===== config.mk =====
export PLATFORM = sky130hd
export DESIGN_NAME = sched_event_logger
export DESIGN_NICKNAME = d
export VERILOG_FILES = /design/src/rtl/sched_event_logger_pkg.sv /design/src/rtl/sched_evt_fifo.sv /design/src/rtl/sched_event_logger.sv
export SDC_FILE = /design/constraint.sdc
export NUM_CORES = 1
export LEC_CHECK = 0
export CAP_MARGIN = 20
export CORE_ASPECT_RATIO = 2
export CORE_MARGIN = 2
export CORE_UTILIZATION = 55
export CTS_CLUSTER_SIZE = 40
export DETAILED_ROUTE_END_ITERATION = 10
export GPL_TIMING_DRIVEN = 1
export HOLD_SLACK_MARGIN = 0.03
export PLACE_DENSITY = 0.75
export SLEW_MARGIN = 25
export SYNTH_ARGS = -nofsm -noshare
export SYNTH_HDL_FRONTEND = slang
export SYNTH_SLANG_ARGS = --single-unit

===== constraint.sdc =====
create_clock -name clk -period 4.96 [get_ports clk]
set_clock_uncertainty 0.1 [all_clocks]
set_input_delay 1.488 -clock clk [delete_from_list [all_inputs] [get_ports clk]]
set_output_delay 1.488 -clock clk [all_outputs]
set_load 0.02 [all_outputs]

===== src/rtl/sched_event_logger_pkg.sv =====
// rtl/sched_event_logger_pkg.sv - shared field layout and stage equation for the event logger
package sched_event_logger_pkg;

    localparam int IDX_A  = 3;
    localparam int IDX_B  = 2;
    localparam int IDX_C  = 1;
    localparam int IDX_D  = 0;
    localparam int MASK_W = 4;
    localparam int VAL_W  = 4;

    // Record layout, LSB first: {ts, mask, val}
    localparam int VAL_LSB  = 0;
    localparam int MASK_LSB = VAL_LSB + VAL_W;
    localparam int TS_LSB   = MASK_LSB + MASK_W;

    function automatic int rec_w(input int ts_w);
        return ts_w + MASK_W + VAL_W;
    endfunction

    // Scheduling stage contract: c = a & b, d = a | (b ^ c)
    function automatic logic rule_ok(input logic [MASK_W-1:0] v);
        logic exp_c;
        logic exp_d;
        exp_c = v[IDX_A] & v[IDX_B];
        exp_d = v[IDX_A] | (v[IDX_B] ^ v[IDX_C]);
        return (v[IDX_C] == exp_c) && (v[IDX_D] == exp_d);
    endfunction

endpackage


===== src/rtl/sched_evt_fifo.sv =====
// rtl/sched_evt_fifo.sv - synchronous valid/ready FIFO with level output
module sched_evt_fifo #(
    parameter int WIDTH = 16,
    parameter int DEPTH = 4
) (
    input  logic                     clk,
    input  logic                     rst,
    input  logic [WIDTH-1:0]         in_tdata,
    input  logic                     in_tvalid,
    output logic                     in_tready,
    output logic [WIDTH-1:0]         out_tdata,
    output logic                     out_tvalid,
    input  logic                     out_tready,
    output logic [$clog2(DEPTH):0]   level
);

    localparam int AW = $clog2(DEPTH);
    localparam logic [AW:0] FULL_LVL = (AW + 1)'(DEPTH);

    logic [WIDTH-1:0] mem [DEPTH];
    logic [AW-1:0]    wr_ptr;
    logic [AW-1:0]    rd_ptr;
    logic             push;
    logic             pop;

    assign out_tvalid = (level != '0);
    // A full FIFO still accepts when the head leaves on the same edge
    assign in_tready  = (level != FULL_LVL) || out_tready;
    assign push       = in_tvalid && in_tready;
    assign pop        = out_tvalid && out_tready;
    assign out_tdata  = mem[rd_ptr];

    always_ff @(posedge clk) begin
        if (rst) begin
            wr_ptr <= '0;
            rd_ptr <= '0;
            level  <= '0;
        end else begin
            if (push) wr_ptr <= wr_ptr + 1'b1;
            if (pop)  rd_ptr <= rd_ptr + 1'b1;
            if (push && !pop)
                level <= level + 1'b1;
            else if (pop && !push)
                level <= level - 1'b1;
        end
    end

    always_ff @(posedge clk) begin
        if (push) mem[wr_ptr] <= in_tdata;
    end

endmodule


===== src/rtl/sched_event_logger.sv =====
// rtl/sched_event_logger.sv - samples the scheduling stage, queues change events, checks the equations
module sched_event_logger
    import sched_event_logger_pkg::*;
#(
    parameter int TS_W  = 8,
    parameter int DEPTH = 4,
    parameter int CNT_W = 8
) (
    input  logic                       clk,
    input  logic                       rst,
    input  logic                       a,
    input  logic                       b,
    input  logic                       c,
    input  logic                       d,
    input  logic                       clr,
    output logic                       evt_valid,
    input  logic                       evt_ready,
    output logic [TS_W+7:0]            evt_data,
    output logic [$clog2(DEPTH):0]     fifo_level,
    output logic [CNT_W-1:0]           evt_count,
    output logic [CNT_W-1:0]           drop_count,
    output logic                       overflow,
    output logic                       rule_err
);

    localparam int REC_W = rec_w(TS_W);
    localparam logic [CNT_W-1:0] CNT_MAX = '1;

    logic [MASK_W-1:0] cur;
    logic [MASK_W-1:0] s_q;
    logic [MASK_W-1:0] mask;
    logic              primed;
    logic [TS_W-1:0]   ts;
    logic [REC_W-1:0]  rec;
    logic              evt;
    logic              push_rdy;
    logic              pushed;
    logic              dropped;
    logic              viol;

    always_comb begin
        cur        = '0;
        cur[IDX_A] = a;
        cur[IDX_B] = b;
        cur[IDX_C] = c;
        cur[IDX_D] = d;
    end

    assign mask = cur ^ s_q;
    // The first edge after reset only loads s_q, so nothing is detected or checked there
    assign evt  = primed && (mask != '0);
    assign viol = primed && !rule_ok(cur);

    always_comb begin
        rec = '0;
        rec[TS_LSB   +: TS_W]   = ts;
        rec[MASK_LSB +: MASK_W] = mask;
        rec[VAL_LSB  +: VAL_W]  = cur;
    end

    sched_evt_fifo #(
        .WIDTH (REC_W),
        .DEPTH (DEPTH)
    ) u_fifo (
        .clk        (clk),
        .rst        (rst),
        .in_tdata   (rec),
        .in_tvalid  (evt),
        .in_tready  (push_rdy),
        .out_tdata  (evt_data),
        .out_tvalid (evt_valid),
        .out_tready (evt_ready),
        .level      (fifo_level)
    );

    assign pushed  = evt && push_rdy;
    assign dropped = evt && !push_rdy;

    always_ff @(posedge clk) begin
        if (rst) begin
            s_q        <= '0;
            primed     <= 1'b0;
            ts         <= '0;
            evt_count  <= '0;
            drop_count <= '0;
            overflow   <= 1'b0;
            rule_err   <= 1'b0;
        end else begin
            s_q    <= cur;
            primed <= 1'b1;
            ts     <= ts + 1'b1;

            // clr zeroes first, then this edge's own activity is applied on top
            if (clr)
                evt_count <= pushed ? CNT_W'(1) : '0;
            else if (pushed && evt_count != CNT_MAX)
                evt_count <= evt_count + 1'b1;

            if (clr)
                drop_count <= dropped ? CNT_W'(1) : '0;
            else if (dropped && drop_count != CNT_MAX)
                drop_count <= drop_count + 1'b1;

            overflow <= (overflow && !clr) || dropped;
            rule_err <= (rule_err && !clr) || viol;
        end
    end

endmodule


======== Word-level counts from Yosys, hierarchy flattened ========
Memories as Yosys holds them, arrays and structs flattened. A register that Yosys moved wholly into a read port is not among the register bits.
Cells that the tools add are included.
storage, ports and cells
  memory bits (writable) .................. 64
  memories ................................ 1
  input bits .............................. 8
  logic and storage cells ................. 65
  bits in registers ....................... 38
  output and inout port bits .............. 38
cells by class
  multiplexer cells ....................... 13
  reductions and logical operators ........ 25
  bitwise gates (word level) .............. 4
  add/sub/neg operators ................... 7
  equal/unequal tests ..................... 5
memory list
  memory      words  bits a word  read ports  clocked after Yosys merged registers in  write ports  RTL line              RTL
  u_fifo.mem  4      16           1           1                                        1            sched_evt_fifo.sv:20  logic [WIDTH-1:0] mem [DEPTH];
operators by type and width
  operator                                           count
  two-way mux 8 bit                                  4
  adder 8 x 1 -> 8 bit (second input constant)       3
  inequality test 8 bit (second input constant)      2
  logical AND 1 bit                                  12
  two-way mux 3 bit                                  2
  nonzero test 2 bit                                 3
  zero test 1 bit                                    5
  two-way mux 1 bit                                  5
  adder 2 x 1 -> 2 bit (second input constant)       2
  two-way mux 2 bit                                  2
  nonzero test 4 bit                                 1
  bitwise XOR 4 bit                                  1
  adder 3 x 1 -> 3 bit (second input constant)       1
  logical OR 1 bit                                   3
  inequality test 3 bit (second input constant)      1
  nonzero test 3 bit                                 1
  subtractor 3 x 1 -> 3 bit (second input constant)  1
  == test 1 bit                                      2
  bitwise AND 1 bit                                  1
  OR 1 bit                                           1
  bitwise XOR 1 bit                                  1

======== Logic depth before layout (Yosys ltp) ========
  depth in word-level cells ............... 8
  gate-level depth with buffers ........... 9
  depth with buffers taken out ............ 9

======== Hierarchy ========
Synthesis repeated with hierarchy kept, for this count alone.
unflattened totals
  cell total of the unflattened synthesis .. 295
  area total of the unflattened synthesis .. 4,245.3 sq um
modules (own cells, without submodules)
  module              instances  area an instance (sq um)  cells an instance  sequential area each (sq um)
  sched_evt_fifo      1          2,778.9                   132                2,102.0
  sched_event_logger  1          1,466.4                   163                620.6

======== Worst setup path before layout ========
No wires, ideal clock.
  path type ............................... in2reg
  start ................................... in a
  end ..................................... reg u_fifo.level[2]
  arrival ................................. 3,525 ps
  setup time .............................. 71 ps
  path buffers ............................ 0
  slack ................................... 1,264 ps
  cell stages on the path ................. 9
  data required time ...................... 4,789 ps
  cells stage by stage .................... xor2_1 -> nor4_4 -> nor3_2 -> ha_1 -> inv_1 -> fa_1 -> xor2_1 -> or3_1 -> a21oi_1
on the way
  longest elaborated chain between the ends .. 7
  elaborated cells between the ends (all ways) .. 9
  classes of those cells .................. mux (1); bitwise (1); reduce/logical (7)
ends and longest elaborated chain
  item                                 RTL line                  RTL
  start: declaration                   sched_event_logger.sv:11  input logic a,
  bitwise XOR 4 bit (*)                sched_event_logger.sv:49  assign mask = cur ^ s_q;
  nonzero test 4 bit (*)               sched_event_logger.sv:51  assign evt = primed && (mask != '0);
  logical AND 1 bit (*)                sched_event_logger.sv:51
  logical AND 1 bit (*)                n/a
  named net pushed                     sched_event_logger.sv:37  logic pushed;
  zero test 1 bit                      sched_evt_fifo.sv:43      else if (pop && !push)
  logical AND 1 bit                    sched_evt_fifo.sv:43
  nonzero test 2 bit (no source line)  n/a
  end signal: assignment               sched_evt_fifo.sv:42      level <= level + 1'b1;
  end signal: assignment               sched_evt_fifo.sv:44      level <= level - 1'b1;
  end: declaration                     sched_evt_fifo.sv:14      output logic [$clog2(DEPTH):0] level
Mark *: on every way through the listed nets, which the timed path passes. The rest lies on a longest branch.
A chain may end at the register's enable or synchronous reset.

======== Final worst setup path ========
  start ................................... in c
  end ..................................... reg u_fifo.level[2]
on the way
  longest elaborated chain between the ends .. 7
  elaborated cells between the ends (all ways) .. 9
  classes of those cells .................. mux (1); bitwise (1); reduce/logical (7)
ends and longest elaborated chain
  item                                 RTL line                  RTL
  start: declaration                   sched_event_logger.sv:13  input logic c,
  bitwise XOR 4 bit (*)                sched_event_logger.sv:49
  named net mask[1]                    sched_event_logger.sv:31  logic [MASK_W-1:0] mask;
  nonzero test 4 bit (*)               sched_event_logger.sv:51
  logical AND 1 bit (*)                sched_event_logger.sv:51
  logical AND 1 bit (*)                n/a
  named net pushed                     sched_event_logger.sv:37
  zero test 1 bit                      sched_evt_fifo.sv:43
  logical AND 1 bit                    sched_evt_fifo.sv:43
  nonzero test 2 bit (no source line)  n/a
Marked as above.

==> results_dict.tcl <==
set metrics [dict create \
    die_x_um 65.33 \
    cts_max_level 3 \
    nFillCells 527 \
    worst_path_most_repeated_cell "xor2_1" \
    startpoint "c" \
    tightest_slew_ns 0.7792 \
    reg2regPathDepth 9 \
    cts_hold_buffers 0 \
    first_pass_iters 4 \
    die_y_um 126.7 \
    io_buffers 45 \
    area_growth_pct 21.59 \
    coreArea_um2 7267 \
    die_area_um2 8275 \
    postRouteAntennaNets 0 \
    dp_hpwl_um 5271 \
    vias 2352 \
    max-slew-margin-rel 0.4799 \
    setup-tns-final_ns 0 \
    dp.cells 414 \
    ys_warn_count 0 \
    critical_path_class "input port to register" \
    synth.most_common_cell "edfxtp_1" \
    clockBufferDepth 2 \
    clkLatencyLatePin_ns 0.34 \
    drt_iter0_markers 93 \
    rr_endpoint "u_fifo.level[2]$_SDFFE_PP0P_" \
    cts_made_buffers 9 \
    cts_resized 0 \
    postSynthAreaPerCell_um2 14.94 \
    drc 0 \
    synth_seq_cells 104 \
    synthXorXnorAreaFrac 0.05715 \
    status "finished, final reports clean" \
    slowest_delay_ns 0.64 \
    synthArstFlopShare 0 \
    synth_area_leaders "edfxtp_1, dfxtp_1, mux4_2" \
    endpoint "u_fifo.level[2]$_SDFFE_PP0P_" \
    yosysTopAreaCellShare 0.4645 \
    finalSetupViolCount 0 \
    synth_top_family_by_area "simple AND/OR/NAND/NOR gates" \
    critical_path_arrival_ns 4.20 \
    synth-compound-area-share 0.02903 \
    crit_fanout 9 \
    yosysSeqAreaShare 0.6580 \
    wirelength_um 7426 \
    startpoint_type "input port" \
    viasPerCell 5.470 \
    synth_commonest_cells "edfxtp_1, dfxtp_1, nor2_1" \
    grt_max_degree 26 \
    hold_viol 0 \
    n_antenna_cell 0 \
    cp_cell_sequence "clkdlybuf4s50_1, xor2_1, nor4_4, nor3_2, ha_1, inv_1, fa_1, xor2_1, or3_1, a21oi_1" \
    rows 44 \
    syn_nets 294 \
    required_ns 5.13 \
    gp_congestion 0.7499 \
    r2r_slack_ns 2.43 \
    r2r-start "s_q[0]$_SDFF_PP0_" \
    drv_slew 0 \
    initial_core_util 0.5694 \
    post-cts-setup-buffers 0 \
    synth_edf_count 64 \
    period_needed_ns 4.030 \
    synth_top_area_cell "edfxtp_1" \
    max-cap-violations 0 \
    hold_depth 2 \
    yosys.cell_types.count 39 \
    cts_root_buffer "clkbuf_16" \
    cts_tree "done" \
    io_pins 46 \
    drive_above_1_share 0.1420 \
    synthMuxAreaShare 0.09737 \
    synthAdderAreaFrac 0.02903 \
    path_clk_slew_ns 0.07 \
    crit_slowest_cell "clkdlybuf4s50_1" \
    rsz0062_at_grt "no" \
    hold_class "register to register" \
    power.density_nw_per_um2 463.4 \
    synth_simple_gate_area_frac 0.1143 \
    antenna_found_initial 0 \
    nNetsFinal 350 \
    wire_per_inst_um 17.27 \
    syn_area_um2 4138 \
    clkSinkCount 104 \
    grt_pass1_wl_um 12190 \
    instances_no_fill 430 \
    grt.overflow.total 0 \
    cp-end-kind "register" \
    grt_usage 0.1986 \
    leakage_nw 1.712 \
    peakVddDrop_uv 295.6 \
    max_clock_freq_mhz 248.1 \
    synthCells 277 \
    ys.flop_type "edfxtp_1" \
    grt_pass1_vias 2453 \
    period_share 0.8125 \
]
-- how the worst min path moves through the flow --
stage,start,to,slack [ns]
after detailed placement,overflow$_SDFF_PP0_,overflow$_SDFF_PP0_,0.36
after CTS,overflow$_SDFF_PP0_,overflow$_SDFF_PP0_,0.38
final,overflow$_SDFF_PP0_,overflow$_SDFF_PP0_,0.38
after global placement,overflow$_SDFF_PP0_,overflow$_SDFF_PP0_,0.37
after floorplan,ts[0]$_SDFF_PP0_,ts[0]$_SDFF_PP0_,0.35
after global routing,overflow$_SDFF_PP0_,overflow$_SDFF_PP0_,0.39
-- registers in the layout, summed over array words and instances (netlist names), named ones only --
signal / count
u_fifo.level: 3
evt_count: 8
primed: 1
ts: 8
u_fifo.wr_ptr: 2
drop_count: 8
u_fifo.mem: 64
rule_err: 1
overflow: 1
u_fifo.rd_ptr: 2
s_q: 4
-- critical path: cells and delay by family --
family                     cells  cell delay, ns
and+or+nand+nor                3            0.65
AOI/OAI and AO/OA              1            0.15
buffers and inverters          2            0.71
xor gates and xnor gates       2            0.60
adders and majority gates      2            0.60
-- layer usage --
layer | up-vias | wire (um) | global-route usage
met5 | - | 0 | 0
met3 | 13 | 287 | 0.04876
met4 | 0 | 147 | 0.08211
li1 | 1136 | - | -
met1 | 1154 | 2748 | 0.2144
met2 | 49 | 4242 | 0.3601
-- metrics by stage --
step	setup slack [ns]	hold WS [ns]	cell area, um2	util	power, mW
after floorplan	1.264	0.3494	4138	-	1.419
after global placement	0.6789	0.3666	4723	0.6500	1.635
after detailed placement	0.5667	0.3639	4723	0.6500	1.648
after CTS	0.9005	0.3822	5031	0.6923	2.362
after global routing	0.7412	0.3886	5031	0.6923	2.431
final	0.9298	0.3817	5031	0.6923	2.332
-- cell families (layout without fill, tap and decap cells) --
family	after synthesis	count (layout)
AOI/OAI and AO/OA	17	17
and+or+nand+nor	86	86
muxes	20	20
xor gates and xnor gates	27	27
buffers and inverters	14	75
adders and majority gates	9	9
DFF	104	104
-- cells in the final DEF (no fill, tap or decap), types with 2 or more instances in the layout --
master           instances
a21oi_1                  7
and2_1                   4
and3_1                   4
buf_4                    8
clkbuf_16                9
clkdlybuf4s50_1         45
clkinv_4                 2
dfxtp_1                 40
edfxtp_1                64
ha_1                     8
inv_1                    6
inv_6                    2
mux2_2                   2
mux2i_1                  2
mux4_2                  16
nand2_1                 13
nand3_1                 10
nor2_1                  29
nor2b_1                  5
nor3_1                   4
nor3b_1                  2
nor4_1                   3
nor4_2                   2
o21ai_0                  5
or3_1                    2
xnor2_1                 15
xor2_1                  12
-- layout make-up --
| cell class | count | area (um2) | share of cell area |
|---|---|---|---|
| sequential | 104 | 2723 | 0.5412 |
| multi-input combinational | 159 | 1353 | 0.2688 |
| timing repair buffer | 53 | 510.5 | 0.1015 |
| clock buffer | 11 | 242.7 | 0.04825 |
| tap | 92 | 115.1 | 0.02288 |
| clock inverter | 5 | 65.06 | 0.01293 |
| inverter | 6 | 22.52 | 0.004476 |
-- power breakdown --
group | total [mW] | internal, mW | leakage [nW] | switching, mW
Clock | 0.706 | 0.410 | 0.151 | 0.296
Combinational | 0.572 | 0.287 | 0.640 | 0.285
Sequential | 1.05 | 0.997 | 0.921 | 0.0555
No activity file was read; power rests on OpenSTA's default activity.
